[src/rtl/fifo_arb_pkg.sv]
`default_nettype none
// ============================================================================
// Module      : fifo_arb_pkg
// Description : Shared definitions for the FIFO write-port arbiter: the
//               two-state FSM encoding and a constant-foldable clog2 helper
//               used to size index and counter fields.
// Revision    : 1.0 - initial release
// ============================================================================
package fifo_arb_pkg;

    localparam logic [0:0] ST_IDLE  = 1'b0;
    localparam logic [0:0] ST_GRANT = 1'b1;

    // Minimum of 1 bit so single-valued fields still get a legal width.
    function automatic int clog2(input int value);
        int r;
        r = 1;
        while ((1 << r) < value) begin
            r = r + 1;
        end
        return r;
    endfunction

endpackage
`default_nettype wire

[src/rtl/fifo_wr_arbiter_rr_pick.sv]
`default_nettype none
// ============================================================================
// Module      : rr_pick
// Description : Combinational round-robin picker. Returns the first set
//               request at or after ptr, wrapping modulo N_REQ.
//               The request vector is doubled: the low copy is masked below
//               ptr, the high copy is unmasked, so the lowest set bit of the
//               doubled vector is the wrapped round-robin winner.
// Ports       : req [N_REQ]  - request vector
//               ptr          - round-robin start index
//               idx          - winning index (0 when nothing requests)
//               any          - at least one request set
// Revision    : 1.0 - initial release
// ============================================================================
module rr_pick
    import fifo_arb_pkg::*;
#(
    parameter int N_REQ = 4
) (
    input  logic [N_REQ-1:0]        req,
    input  logic [clog2(N_REQ)-1:0] ptr,
    output logic [clog2(N_REQ)-1:0] idx,
    output logic                    any
);

    localparam int c_idx_w = clog2(N_REQ);

    logic [2*N_REQ-1:0] w_dbl;

    always_comb begin
        w_dbl = '0;
        for (int i = 0; i < N_REQ; i++) begin
            w_dbl[i]         = req[i] & (i >= int'(ptr));
            w_dbl[i + N_REQ] = req[i];
        end
    end

    // Scan from the top down so the lowest set bit wins.
    always_comb begin
        idx = '0;
        for (int i = 2*N_REQ-1; i >= 0; i--) begin
            if (w_dbl[i]) begin
                idx = (i >= N_REQ) ? c_idx_w'(i - N_REQ) : c_idx_w'(i);
            end
        end
    end

    assign any = |req;

endmodule
`default_nettype wire

[src/rtl/fifo_wr_arbiter.sv]
`default_nettype none
// ============================================================================
// Module      : fifo_wr_arbiter
// Description : Round-robin arbiter sharing the async_fifo write port among
//               N_REQ valid/ready/last requesters. A grant lasts until the
//               holder's last beat or MAX_BURST beats; every beat is gated
//               by FULL. One IDLE cycle separates consecutive grants.
// Ports       : wclk, w_rst (async, active-low)
//               req_valid/req_last/req_data/req_ready - requester side
//               FULL/w_inc/WR_DATA                    - FIFO write side
//               gnt_id, busy                          - grant status
// Options     : FIFO_ARB_PRIO_EN - requester 0 gets strict priority; the
//               remaining requesters rotate among themselves.
// Revision    : 1.0 - initial release
// ============================================================================
module fifo_wr_arbiter
    import fifo_arb_pkg::*;
#(
    parameter int DATA_WIDTH = 8,
    parameter int N_REQ      = 4,
    parameter int MAX_BURST  = 8
) (
    input  logic                        wclk,
    input  logic                        w_rst,
    input  logic [N_REQ-1:0]            req_valid,
    input  logic [N_REQ-1:0]            req_last,
    input  logic [N_REQ*DATA_WIDTH-1:0] req_data,
    output logic [N_REQ-1:0]            req_ready,
    input  logic                        FULL,
    output logic                        w_inc,
    output logic [DATA_WIDTH-1:0]       WR_DATA,
    output logic [clog2(N_REQ)-1:0]     gnt_id,
    output logic                        busy
);

    localparam int c_gnt_w = clog2(N_REQ);
    localparam int c_cnt_w = clog2(MAX_BURST + 1);
    localparam logic [c_cnt_w-1:0] c_max_burst = c_cnt_w'(MAX_BURST);
    localparam logic [c_gnt_w-1:0] c_last_id   = c_gnt_w'(N_REQ - 1);

    logic [0:0]            r_state;
    logic [c_gnt_w-1:0]    r_gnt_id;
    logic [c_gnt_w-1:0]    r_rr_ptr;
    logic [c_cnt_w-1:0]    r_beat_cnt;

    logic                  w_in_grant;
    logic                  w_beat;
    logic                  w_end;
    logic [c_cnt_w-1:0]    w_cnt_inc;
    logic [c_gnt_w-1:0]    w_next_ptr;
    logic [c_gnt_w-1:0]    w_next_gnt;
    logic [c_gnt_w-1:0]    w_rr_idx;
    logic                  w_rr_any;
    logic [N_REQ-1:0]      w_pick_req;
    logic                  w_ptr_upd;
    logic [DATA_WIDTH-1:0] w_gnt_data;

    // ---------------------------------------------------------------- picker
`ifdef FIFO_ARB_PRIO_EN
    // Requester 0 bypasses the rotation; the rest rotate among themselves.
    assign w_pick_req = {req_valid[N_REQ-1:1], 1'b0};
    assign w_next_gnt = req_valid[0] ? '0 : w_rr_idx;
    assign w_ptr_upd  = (r_gnt_id != '0);
`else
    assign w_pick_req = req_valid;
    assign w_next_gnt = w_rr_idx;
    assign w_ptr_upd  = 1'b1;
`endif

    rr_pick #(
        .N_REQ (N_REQ)
    ) u_rr_pick (
        .req   (w_pick_req),
        .ptr   (r_rr_ptr),
        .idx   (w_rr_idx),
        .any   (w_rr_any)
    );

    // ------------------------------------------------------- handshake/data
    assign w_in_grant = (r_state == ST_GRANT);
    assign w_gnt_data = req_data[int'(r_gnt_id)*DATA_WIDTH +: DATA_WIDTH];
    assign w_beat     = w_in_grant & req_valid[r_gnt_id] & ~FULL;
    assign w_cnt_inc  = r_beat_cnt + c_cnt_w'(1);
    assign w_end      = w_beat & (req_last[r_gnt_id] | (w_cnt_inc == c_max_burst));
    assign w_next_ptr = (r_gnt_id == c_last_id) ? '0 : r_gnt_id + c_gnt_w'(1);

    always_comb begin
        req_ready = '0;
        if (w_in_grant && !FULL) begin
            req_ready[r_gnt_id] = 1'b1;
        end
    end

    assign w_inc   = w_beat;
    assign WR_DATA = w_in_grant ? w_gnt_data : '0;
    assign gnt_id  = r_gnt_id;
    assign busy    = w_in_grant;

    // ------------------------------------------------------------------ FSM
    always_ff @(posedge wclk or negedge w_rst) begin
        if (!w_rst) begin
            r_state    <= ST_IDLE;
            r_gnt_id   <= '0;
            r_rr_ptr   <= '0;
            r_beat_cnt <= '0;
        end else begin
            case (r_state)
                ST_IDLE: begin
                    if (|req_valid) begin
                        r_state    <= ST_GRANT;
                        r_gnt_id   <= w_next_gnt;
                        r_beat_cnt <= '0;
                    end
                end
                ST_GRANT: begin
                    // FULL suppresses w_beat, so the count and grant hold.
                    if (w_beat) begin
                        r_beat_cnt <= w_cnt_inc;
                        if (w_end) begin
                            r_state <= ST_IDLE;
                            if (w_ptr_upd) begin
                                r_rr_ptr <= w_next_ptr;
                            end
                        end
                    end
                end
                default: r_state <= ST_IDLE;
            endcase
        end
    end

    // The picker's any flag is redundant with |req_valid in the FSM.
    logic w_unused;
    assign w_unused = w_rr_any;

endmodule
`default_nettype wire

[config.mk]
export PLATFORM = sky130hd
export DESIGN_NAME = fifo_wr_arbiter
export DESIGN_NICKNAME = d
export VERILOG_FILES = /design/src/rtl/fifo_arb_pkg.sv /design/src/rtl/fifo_wr_arbiter_rr_pick.sv /design/src/rtl/fifo_wr_arbiter.sv
export SDC_FILE = /design/constraint.sdc
export NUM_CORES = 1
export LEC_CHECK = 0
export CAP_MARGIN = 15
export CORE_MARGIN = 2
export CORE_UTILIZATION = 30
export CTS_CLUSTER_DIAMETER = 200
export CTS_CLUSTER_SIZE = 16
export DETAILED_ROUTE_END_ITERATION = 8
export PLACE_DENSITY = 0.68
export SLEW_MARGIN = 20
export SYNTH_ARGS = -nofsm -noshare
export SYNTH_HDL_FRONTEND = slang
export SYNTH_HIERARCHICAL = 1
export SYNTH_SLANG_ARGS = --single-unit
export TNS_END_PERCENT = 100
[constraint.sdc]
create_clock -name wclk -period 1.9 [get_ports wclk]
set_clock_uncertainty 0.15 [all_clocks]
set_input_delay 0.38 -clock wclk [delete_from_list [all_inputs] [get_ports wclk]]
set_output_delay 0.38 -clock wclk [all_outputs]
set_load 0.02 [all_outputs]
==> impl_metrics.env <==
export IMPL_outcome="finished, violations left"
export IMPL_violations="negative setup slack"
export IMPL_hold_violations=0
export IMPL_drive_above_1_share_pct=44.5
export IMPL_final_nets=213
export IMPL_cts_buffers=3
export IMPL_cts_sinks=9
export IMPL_h_tree_depth=1
export IMPL_reg2regPathDepth=6
export IMPL_syn2layout_area_growth_pct=96.6
export IMPL_ctsHoldBuffers=0
export IMPL_r2r_setup_slack_ns=0.01
export IMPL_cap_violations=0
export IMPL_multiInputGateArea_um2=721
export IMPL_syn_area_per_cell_um2=11.0
export IMPL_core_um2=3000
export IMPL_setup_violations=13
export IMPL_ios=59
export IMPL_drc=0
export IMPL_die_area_um2=3540
export IMPL_cp_max_fo=1
export IMPL_maxSlewHeadroom_pct=72.8
export IMPL_port_buffers=58
export IMPL_cts_root_buf="clkbuf_4"
export IMPL_overflow=0
export IMPL_required_ns=1.37
export IMPL_clock_latency_ns=0.26
export IMPL_die_y_um=59.5
export IMPL_fin_cells=197
export IMPL_antenna_found_initial=0
export IMPL_reg2reg_to="r_rr_ptr[0]"
export IMPL_clockBufferDepth=2
export IMPL_hold_worst_slack_ns=0.266
export IMPL_grt_pass1_vias=1011
export IMPL_r2r_start="gnt_id[0]"
export IMPL_rsz0062_at_grt="true"
export IMPL_cp_end_kind="output pin"
export IMPL_ant_nets=0
export IMPL_initialDrtViolationCount=27
export IMPL_register_area_um2=226
export IMPL_yosys_warnings=6
export IMPL_rows=20
export IMPL_dp_cells=188
export IMPL_hpwl_um=2380
export IMPL_synthCells=84
export IMPL_grt_max_degree=13
export IMPL_power_density_nw_per_um2=1240
export IMPL_setup_slack_ns=-0.214
export IMPL_total_power_mw=2.25
export IMPL_num_vias=953
export IMPL_wl_um=3130
export IMPL_cts_tree="built"
export IMPL_dr_pass1_iters=4
export IMPL_worst_ep_arrival_time_ns=1.58
export IMPL_placed_area_um2=1680
export IMPL_fin_util_pct=60.5
export IMPL_fillCellCount=261
export IMPL_final_area_um2=1820
export IMPL_netlist_area_um2=925
export IMPL_grt_util_all_layers_pct=18.1
export IMPL_syn_nets=132
export IMPL_place_congestion=0.753
export IMPL_vdd_ir_drop_max_v=0.000630
export IMPL_diodes=0
export IMPL_start_util_pct=30.8
export IMPL_fin_crit_ns=2.11
export IMPL_die_width_um=59.5
export IMPL_min_path_type="in2async"
export IMPL_cts_reportedPaths_clkPinSlew_ns=0.06
export IMPL_wl_per_cell_um=15.9
export IMPL_slew_viol_final=0
export IMPL_startpoint_type="input port"
export IMPL_critPathKind="in2out"
export IMPL_viasPerCell=4.84
export IMPL_fmax_mhz=473
export IMPL_finalCritPeriodShare_pct=111
export IMPL_grt_first_pass_wirelength_um=4860
export IMPL_leakage_nw=0.781
export IMPL_tightestPinTransition_ns=0.406
[critical path: stages]
cell             delay [ns]
clkdlybuf4s50_1        0.45
mux4_2                 0.48
and2_4                 0.16
buf_6                  0.12
[power by group]
group	leakage (nW)	switching [mW]	internal, mW
Clock	0.0150	0.0616	0.0806
Combinational	0.654	0.748	1.01
Sequential	0.112	0.0789	0.268
[sequential cells by signal (all words and copies together), names as in the netlist]
| name | flops |
|---|---|
| r_rr_ptr | 2 |
| busy | 1 |
| gnt_id | 2 |
| r_beat_cnt | 4 |
[worst max path at each step]
stage / from / to / slack [ns] / cells after the start
finish: req_data[0] / WR_DATA[0] / -0.21 / 4
global route: gnt_id[0] / w_inc / -0.27 / 5
CTS: gnt_id[0] / w_inc / -0.21 / 5
detailed placement: req_data[10] / WR_DATA[2] / -0.64 / 4
global placement: req_data[9] / WR_DATA[1] / -0.60 / 4
floorplan: gnt_id[0] / WR_DATA[0] / 0.01 / 3
[placed cells by master, fill, tap and decap left out, types with 3 or more instances in the layout]
| cell | count |
|---|---|
| clkdlybuf4s50_1 | 42 |
| buf_4 | 18 |
| buf_6 | 14 |
| and2_4 | 12 |
| mux4_2 | 9 |
| dfrtp_1 | 8 |
| o21ai_0 | 5 |
| inv_1 | 4 |
| mux2_4 | 3 |
| nand2_1 | 3 |
| nor3b_1 | 3 |
| ha_4 | 3 |
| clkbuf_4 | 3 |
[stage by stage]
| stage | worst slack (ns) | setup TNS, ns |
|---|---|---|
| finish | -0.214 | -2.06 |
| global route | -0.270 | -2.97 |
| global placement | -0.605 | -8.18 |
| floorplan | 0.0113 | 0 |
| detailed placement | -0.643 | -8.65 |
| CTS | -0.209 | -2.02 |
[layer usage]
| metal | wire (µm) | vias up | GRT usage, % |
|---|---|---|---|
| met5 | 0 | - | 0 |
| met4 | 0 | 0 | 0.952 |
| met3 | 81 | 0 | 3.28 |
| met2 | 1780 | 22 | 34.2 |
| met1 | 1270 | 455 | 22.3 |
| li1 | - | 476 | - |
[cell type report]
type | instances | area share, %
Timing Repair Buffer | 79 | 42.7
Clock buffer | 4 | 1.45
Sequential cell | 9 | 12.5
Tap cell | 33 | 2.27
Multi-Input combinational cell | 66 | 39.6
Inverter | 6 | 1.51
[repair_timing]
action                     CTS  global route
gates cloned                 0             0
setup buffers                5             3
setup endpoints to repair   18            19
gates resized for setup    102            11
pin swaps                   10             2
Power figures use the tool's default switching activity.
